===== src/rtl/mod5_pkg.sv =====
// Shared definitions for the mod-5 residue datapath: FSM encoding, residue
// constants and the MSB-first residue recurrence used by transmitter and checker.
package mod5_pkg;

    localparam int RES_W = 3;
    localparam int MOD5  = 5;

    localparam logic [1:0] ST_IDLE    = 2'd0;
    localparam logic [1:0] ST_SHIFT   = 2'd1;
    localparam logic [1:0] ST_TRAILER = 2'd2;
    localparam logic [1:0] ST_DONE    = 2'd3;

    // 2*r + b is at most 9 for r in 0..4, so one conditional subtract reduces it.
    function automatic logic [RES_W-1:0] mod5_step(input logic [RES_W-1:0] r, input logic b);
        logic [RES_W:0] t;
        t = {r, 1'b0} + {{RES_W{1'b0}}, b};
        if (t >= (RES_W+1)'(MOD5)) begin
            t = t - (RES_W+1)'(MOD5);
        end
        return t[RES_W-1:0];
    endfunction

endpackage


===== src/rtl/mod5_residue_step.sv =====
// One step of the MSB-first mod-5 recurrence: next = (2*r + b) mod 5.
module mod5_residue_step
    import mod5_pkg::*;
(
    input  logic [RES_W-1:0] i_r,
    input  logic             i_b,
    output logic [RES_W-1:0] o_r
);

    assign o_r = mod5_step(i_r, i_b);

endmodule


===== src/rtl/mod5_serial_tx.sv =====
// MSB-first parallel-to-serial transmitter with running mod-5 residue.
// Define MOD5_SERIAL_TX_TRAILER_EN to append the 3-bit residue after the data bits.
module mod5_serial_tx
    import mod5_pkg::*;
#(
    parameter int WIDTH = 8
) (
    input  logic             clk,
    input  logic             reset,
    input  logic             load,
    input  logic [WIDTH-1:0] data,
    output logic             ready,
    output logic             busy,
    output logic             bit_out,
    output logic             bit_valid,
    output logic             done,
    output logic [RES_W-1:0] residue,
    output logic [1:0]       dbg_state
);

    localparam int CNT_W = $clog2(WIDTH + 1);

    logic [1:0]       r_state;
    logic [WIDTH-1:0] r_shift;
    logic [CNT_W-1:0] r_cnt;
    logic [RES_W-1:0] r_residue;
    logic [RES_W-1:0] w_res_next;
`ifdef MOD5_SERIAL_TX_TRAILER_EN
    logic [1:0]       r_tcnt;
`endif

    mod5_residue_step u_step (
        .i_r (r_residue),
        .i_b (r_shift[WIDTH-1]),
        .o_r (w_res_next)
    );

    always_ff @(posedge clk or negedge reset) begin
        if (!reset) begin
            r_state   <= ST_IDLE;
            r_shift   <= '0;
            r_cnt     <= '0;
            r_residue <= '0;
`ifdef MOD5_SERIAL_TX_TRAILER_EN
            r_tcnt    <= '0;
`endif
        end else begin
            case (r_state)
                ST_IDLE: begin
                    if (load) begin
                        r_shift   <= data;
                        r_residue <= '0;
                        r_cnt     <= CNT_W'(WIDTH);
                        r_state   <= ST_SHIFT;
                    end
                end
                ST_SHIFT: begin
                    r_residue <= w_res_next;
                    r_shift   <= r_shift << 1;
                    r_cnt     <= r_cnt - 1'b1;
                    if (r_cnt == CNT_W'(1)) begin
`ifdef MOD5_SERIAL_TX_TRAILER_EN
                        r_tcnt  <= 2'd2;
                        r_state <= ST_TRAILER;
`else
                        r_state <= ST_DONE;
`endif
                    end
                end
`ifdef MOD5_SERIAL_TX_TRAILER_EN
                // Residue stays frozen here; r_tcnt walks its bits 2 -> 0.
                ST_TRAILER: begin
                    if (r_tcnt == 2'd0) begin
                        r_state <= ST_DONE;
                    end else begin
                        r_tcnt <= r_tcnt - 1'b1;
                    end
                end
`endif
                ST_DONE: r_state <= ST_IDLE;
                default: r_state <= ST_IDLE;
            endcase
        end
    end

    // Outputs decode registered state only; no input reaches an output combinationally.
    always_comb begin
        bit_out   = 1'b0;
        bit_valid = 1'b0;
        if (r_state == ST_SHIFT) begin
            bit_out   = r_shift[WIDTH-1];
            bit_valid = 1'b1;
        end
`ifdef MOD5_SERIAL_TX_TRAILER_EN
        if (r_state == ST_TRAILER) begin
            bit_out   = r_residue[r_tcnt];
            bit_valid = 1'b1;
        end
`endif
    end

    assign ready     = (r_state == ST_IDLE);
    assign busy      = (r_state == ST_SHIFT) || (r_state == ST_TRAILER);
    assign done      = (r_state == ST_DONE);
    assign residue   = r_residue;
    assign dbg_state = r_state;

endmodule


===== config.mk =====
export PLATFORM = sky130hd
export DESIGN_NAME = mod5_serial_tx
export DESIGN_NICKNAME = d
export VERILOG_FILES = /design/src/rtl/mod5_pkg.sv /design/src/rtl/mod5_residue_step.sv /design/src/rtl/mod5_serial_tx.sv
export SDC_FILE = /design/constraint.sdc
export NUM_CORES = 1
export LEC_CHECK = 0
export CAP_MARGIN = 30
export CORE_UTILIZATION = 44
export CTS_CLUSTER_DIAMETER = 60
export DETAILED_ROUTE_END_ITERATION = 10
export PLACE_DENSITY = 0.75
export SLEW_MARGIN = 20
export SYNTH_ARGS = -nofsm -noshare
export SYNTH_HDL_FRONTEND = slang
export SYNTH_HIERARCHICAL = 1
export SYNTH_SLANG_ARGS = --single-unit

===== constraint.sdc =====
create_clock -name clk -period 1.45 [get_ports clk]
set_input_delay 0.29 -clock clk [delete_from_list [all_inputs] [get_ports clk]]
set_output_delay 0.29 -clock clk [all_outputs]
set_load 0.1 [all_outputs]

==> results.py <==
metrics = {
    "run_status": {
        "status": "finished with violations",
        "violations": "negative setup slack",
    },
    "clocking": {
        "cts_inserted_buffers": 3,
        "clkLatencyLatePin_ps": 300,
        "htree_levels": 1,
        "cts-root-buf": "clkbuf_4",
        "path_clk_slew_ps": 110,
        "clock_path_buffers": 2,
        "clock-sinks": 17,
        "cts_tree": "built",
    },
    "routing": {
        "drtIter0Drc": 13,
        "viasPerCell": 5.22,
        "drc": 0,
        "wl_per_cell_um": 13.8,
        "vias": 825,
        "first_pass_iters": 4,
        "finalWirelength_um": 2190,
        "ant_nets": 0,
    },
    "synth": {
        "yosys.area_share.adder_pct": 9.33,
        "netlist_instances": 93,
        "synth_top_family_by_area": "simple AND/OR/NAND/NOR gates",
        "ys_seq_area_share_pct": 45.3,
        "synth-compound-area-share_pct": 13.1,
        "ys_ff_latch": 17,
        "synth_warnings": 6,
        "synth_area_per_cell_um2": 10.1,
        "synthMuxAreaShare_pct": 10.9,
        "synth_cell_types": 25,
        "synthesis.nets": 111,
        "synthSimpleGateAreaFrac_pct": 13.7,
        "mappedNetlistArea_um2": 938,
        "synth_xor_area_share_pct": 0.933,
    },
    "worst_setup_path": {
        "endpoint_kind": "output pin",
        "arrival_ps": 1400,
        "reg2reg_depth": 7,
        "crit_start": "dbg_state[0]",
        "cp-start-kind": "register",
        "timing.rr.end": "r_shift[0]",
        "critical_path_required_ps": 1160,
        "r2r-start": "dbg_state[0]",
        "crit_fanout": 4,
        "reg2reg_setup_slack_ps": -170,
        "crit_type": "register to output pin",
        "critPathCapture": "bit_out",
    },
    "cells_and_area": {
        "most-common-layout-cells": "nand2_1 (17), dfrtp_1 (14), buf_12 (12)",
        "layout-drive-gt1-share_pct": 35.9,
        "fill_cells": 105,
        "seq_area_um2": 437,
        "syn_to_final_growth_pct": 64.0,
        "layout_commonest_cell": "nand2_1",
        "multiInputGateArea_um2": 512,
        "diodes": 0,
        "nets": 150,
        "layout.cells.non_filler": 158,
    },
    "sta": {
        "fin_crit_sh_pct": 116,
        "setup_viol_count_final": 22,
        "rsz0062_at_grt": "yes",
        "finalWorstSetupSlack_ps": -237,
        "period_needed_ps": 1690,
        "worst_pin_slew_ps": 323,
        "slew_headroom_pct": 78.0,
        "clock_skew_ps": 1.54,
        "hold_viol_final": 0,
        "final-max-slew-violation-count": 0,
        "fmaxAchievable_mhz": 593,
    },
    "die": {
        "die_width_um": 48.2,
        "dieArea_um2": 2320,
        "start_util_pct": 47.3,
        "die_height_um": 48.2,
        "ioPinCount": 21,
        "rows": 16,
        "core_um2": 1980,
    },
    "place": {
        "place.detailed.hpwl_um": 1450,
        "portBuffers": 20,
        "placed_cells": 148,
        "pre_cts_ws_ps": -117,
        "place_congestion": 0.765,
    },
    "global_route": {
        "grt_pass1_vias": 795,
        "grt_usage_pct": 21.8,
        "grt_first_pass_wirelength_um": 3430,
        "grt-ovfl-total": 0,
        "antenna_found_initial": 0,
        "grt_max_degree": 18,
    },
    "min_path": {
        "hold_class": "input port to async pin",
    },
    "job": {
        "maxCapViolations": 0,
    },
}
cell usage after synthesis:
cell	count	share of area, %
nor2_1	2	0.80
nand4_1	1	0.67
a21oi_1	1	0.53
inv_1	7	2.8
dfrtp_1	17	45
a21oi_2	1	0.93
nand4b_1	1	0.93
nand3_1	1	0.53
buf_6	1	1.2
nor3_1	1	0.53
a32o_1	3	3.2
mux2i_4	1	2.4
nand2b_1	3	2.0
mux2i_1	8	8.5
and2_1	1	0.67
buf_4	2	1.6
o22ai_1	1	0.67
o311a_1	1	1.1
buf_2	2	1.1
xnor2_1	1	0.93
o21ai_0	10	5.3
ha_1	7	9.3
a31oi_1	2	1.3
nand2_1	17	6.8
nand3b_1	1	0.80
timing repair:
action                     4_1_cts  5_1_grt
hold buffers                     0        0
pin swaps                        1        1
gates cloned                     1        0
resized for setup                7       19
setup endpoints to repair       18       24
setup buffers                    4        1
cells by family after synthesis:
group,Yosys count
xor+xnor,1
simple gates,28
flops,17
fa+ha+maj,7
compound gates,19
buf+inv,12
mux,9
per-stage QoR:
step                utilization (%)  hold slack [ps]  instance area [um2]  setup TNS, ps
floorplan                         -            -5.59                  993          -7240
global placement               70.6              463                 1400           -408
detailed placement             70.6              472                 1400          -1070
CTS                            75.1              293                 1490          -2860
global route                   77.7              322                 1540          -4340
finish                         77.7              302                 1540          -2950
per-layer routing:
layer	up-vias	share of wire (%)	track usage, %
li1	401	-	-
met1	406	45	27.3
met2	15	52	39.2
met3	3	2.1	3.33
met4	0	0.96	5.00
met5	-	0	0
cell type report:
| cell class | instances | area share (%) |
|---|---|---|
| clock inverters | 1 | 0.488 |
| inverters | 7 | 1.87 |
| clock buffers | 3 | 1.46 |
| multi-input cells | 64 | 33.3 |
| well taps | 27 | 2.20 |
| repair buffers | 39 | 32.4 |
| flip-flops and latches | 17 | 28.4 |
flip-flops by register name, indices dropped and copies added (netlist names):
name / cells
residue: 3
dbg_state: 2
r_cnt: 4
r_shift: 8
how the worst min path moves through the flow:
stage,from,end,slack (ps),cells past startpoint
5_1_grt,reset,r_cnt[2],320,2
2_1_floorplan,reset,r_cnt[0],-6,0
3_5_place_dp,r_shift[2],r_shift[2],470,2
4_1_cts,reset,r_cnt[2],290,2
6_report,reset,residue[0],300,2
3_3_place_gp,r_shift[4],r_shift[4],460,2
critical path, cell delays in order, from the launching register on:
cell and delay, ps:
dfrtp_4 490, buf_6 130, ha_4 170, and2_4 140, buf_12 160
Power is not shown: default switching activity piles up to over one toggle a cycle in this logic, so the estimate is an artifact.
==> variant 1 (config.mk and constraints unchanged) <==
Add a define of `MOD5_SERIAL_TX_TRAILER_EN`.
--- a/src/rtl/mod5_serial_tx.sv
+++ b/src/rtl/mod5_serial_tx.sv
@@ -1,5 +1,7 @@
 // MSB-first parallel-to-serial transmitter with running mod-5 residue.
 // Define MOD5_SERIAL_TX_TRAILER_EN to append the 3-bit residue after the data bits.
+`define MOD5_SERIAL_TX_TRAILER_EN
+
 module mod5_serial_tx
     import mod5_pkg::*;
 #(
Formal check against the unedited RTL: not equivalent (Yosys sat finds a counterexample within 10 cycles, from zero or initial values and one cycle with reset low).
==> variant 1 against the original RTL <==
The run still ends with negative setup slack left; synthesized area grew 20%; cell area grew 21%; setup slack lost 0.10 ns; sequential cell count grew 2; routed wire length grew 35%; die area grew 19%; global-route usage grew 2.5 points; count of clock-buffer cells in the layout grew 1.
Power is not shown: default switching activity piles up to over one toggle a cycle in this logic, so the estimate is an artifact.
==> variant 1: results <==
[outcome]
status = finished, violations left
violations_in_the_final_reports = negative setup slack

[drt]
met2_wirelength_um = 1470
dr_total_vias = 1009
vias_per_cell = 5.40
total_wirelength_um = 2950
wl_met1_um = 1340

[place]
dp_slack_ns = -0.115
dp.final_hpwl_um = 1920
placed_cells_incl_taps = 176

[synthesis]
synth_mux_area_frac = 0.114
sequential_fraction_of_the_synthesis_area = 0.424
synthTopCellsByArea = sky130_fd_sc_hd__dfrtp_1, sky130_fd_sc_hd__ha_1, sky130_fd_sc_hd__mux2i_1, sky130_fd_sc_hd__nand2_1, sky130_fd_sc_hd__o21ai_0
yosys.cell_types.count = 33
xor_xnor_share_of_the_synthesized_area = 0.00780
synth.avg_cell_area_um2 = 9.93

[grt]
grt_util_met3 = 0.0580
first_global_vias = 974
gr-usage-met1 = 0.313
grt_util_met2 = 0.382

[setup_path]
cp_data_arrival_time_ns = 1.50
reg2reg_depth = 5
slowest_delay_ns = 0.53

[timing]
final.setup.worst_slack_ns = -0.342
setup_viol_count_final = 24

[clocking]
cts_resized = 34
postCtsSetupBuffers = 6
[variant 1: stage by stage]
stage          utilization  area [um^2]
5_1_grt              0.812         1860
4_1_cts              0.791         1820
6_report             0.812         1860
2_1_floorplan            -         1200
3_3_place_gp         0.712         1640
3_5_place_dp         0.712         1640
[variant 1: path summary, 6_finish.rpt]
check / start / to / slack, ns
hold reg to reg: r_shift[5] / r_shift[5] / 0.50
max in group asynchronous: reset / dbg_state[0] / 0.91
setup / recovery: dbg_state[0] / bit_out / -0.34
hold / removal: reset / r_tcnt[0] / 0.30
min in group clk: r_shift[5] / r_shift[5] / 0.50
setup reg to reg: dbg_state[0] / r_tcnt[1] / -0.17
[variant 1: final cells by class]
cell class	count	area (um^2)
repair buffers	46	549
clock buffers	4	26.3
well taps	28	35.0
fillers	128	433
multi-input cells	81	728
flip-flops and latches	19	487
inverters	9	38.8
==> variant 2 (same settings) <==
Made on the original files. Register the output `dbg_state` once more, with the module's reset; this adds one clock of latency there. The other outputs are not delayed to match.
--- a/src/rtl/mod5_serial_tx.sv
+++ b/src/rtl/mod5_serial_tx.sv
@@ -103,7 +103,13 @@
     assign busy      = (r_state == ST_SHIFT) || (r_state == ST_TRAILER);
     assign done      = (r_state == ST_DONE);
     assign residue   = r_residue;
-    assign dbg_state = r_state;
+    always_ff @(posedge clk or negedge reset) begin
+        if (!reset) begin
+            dbg_state <= '0;
+        end else begin
+            dbg_state <= r_state;
+        end
+    end
 
 endmodule
 
Check against the original RTL: not equivalent (a bounded check fails within 4 cycles, from zero or initial values and one cycle with reset low).
==> variant 2 against the original RTL <==
The flow still finishes with violations (negative setup slack); routed wire length grew 12%; synthesized area grew 4.9%; cell area grew 5.9%; setup slack gained 0.082 ns; first-iteration DRC count grew 120%; die area grew 4.7%; sequential cell count grew 2; critical path type unchanged.
Power is left out: the tool's default activity adds up to more than one toggle a clock period on the data nets, which glitch-free logic cannot reach.
==> variant 2: results <==
[synthesis]
synth_top_cells_by_count = sky130_fd_sc_hd__dfrtp_1, sky130_fd_sc_hd__nand2_1, sky130_fd_sc_hd__o21ai_0
share_of_flip_flops_with_an_asynchronous_set_or_reset_after_synthesis = 1.00
synth_top_cell_area_share = 0.483
synthTopCellsByArea = sky130_fd_sc_hd__dfrtp_1, sky130_fd_sc_hd__ha_1, sky130_fd_sc_hd__mux2i_1, sky130_fd_sc_hd__nand2_1, sky130_fd_sc_hd__o21ai_0
syn_nets = 113
sequential_fraction_of_the_synthesis_area = 0.483

[setup_path]
ff2ff_setup_slack_ns = -0.04
rr_startpoint = r_state[0]
timing.critical_path.fanout_max = 3
slowest_delay_ns = 0.41
r2r-end = r_shift[4]
timing.critical_path.slowest_stage_cell = sky130_fd_sc_hd__dfrtp_1
cp_data_arrival_time_ns = 1.32

[timing]
final.setup.worst_slack_ns = -0.155
max_slew_margin = 0.828
final.setup_skew_ns = 0.00672
setup_viol_count_final = 10

[grt]
gr-usage-met1 = 0.221
first_global_vias = 831
grt_util_met2 = 0.370
grt_start_max_net_pins = 20
grt_util_met3 = 0.0374
globalRouteTotalUtil = 0.205
grt_first_pass_wirelength_um = 3680

[drt]
wl_met1_um = 957
total_wirelength_um = 2460
met3_wirelength_um = 93
met2_wirelength_um = 1340
initialDrtViolationCount = 28
vias_per_cell = 5.27

[place]
globalplace.congestion = 0.782
dpl-instance-area_mm2 = 0.00142
dp.final_hpwl_um = 1540

[hold_path]
hold_path.class = in2async

[clocking]
cts_resized = 2
cts_root_buffer = sky130_fd_sc_hd__clkbuf_4
postCtsSetupBuffers = 6
cts.clk_slew.worst_paths_ns = 0.11

[layout]
finish.net_count = 154
register_with_the_most_flip_flops = r_shift
fraction_of_layout_instances_using_a_drive_strength_above_1 = 0.459

[outcome]
violations_in_the_final_reports = negative setup slack
status = finished, violations left
[variant 2: cell types whose count changed after synthesis, sizes merged]
cell    before  now
o21ai       10   12
nor2b        0    1
dfrtp       17   19
nand3b       1    0
nand2       17   16
nand4b       1    0
[variant 2: how the worst max path moves through the flow]
stage	from	end	slack, ns	cells past startpoint
floorplan	r_state[1]	bit_out	-0.30	5
global placement	load	r_cnt[3]	-0.04	4
detailed placement	load	r_cnt[2]	-0.12	4
CTS	r_state[1]	bit_out	-0.14	4
global route	r_state[1]	bit_out	-0.21	4
finish	r_state[1]	bit_out	-0.16	4
[variant 2: layout make-up]
cell class	instances	area [um^2]
inverter	7	28.8
tap	27	33.8
fill	123	413
clock buffer	3	22.5
multi-input combinational	64	543
timing repair buffer	41	513
clock inverter	1	5.00
sequential	19	483
[variant 2: kinds of logic after synthesis]
group,synth area share
flops,0.483
fa+ha+maj,0.0889
xor+xnor,0.00890
buf+inv,0.0635
mux,0.104
compound gates,0.135
simple gates,0.117
[variant 2: worst reg2reg max path: cells and delay by family (launching register included)]
family                   cells  cell delay [ns]
buffers and inverters        4             0.45
adder cells (fa/ha/maj)      1             0.18
multiplexers                 1             0.26
AO/OA/AOI/OAI                1             0.05
flip-flops                   1             0.46
[variant 2: stage by stage]
stage | setup slack (ns) | hold slack [ns] | instances | TNS, ns
2_1_floorplan | -0.305 | -0.00559 | 95 | -1.64
3_3_place_gp | -0.0353 | 0.472 | 146 | -0.0932
3_5_place_dp | -0.125 | 0.482 | 146 | -0.602
4_1_cts | -0.142 | 0.305 | 156 | -0.520
5_1_grt | -0.206 | 0.333 | 162 | -1.32
6_report | -0.155 | 0.295 | 162 | -0.725
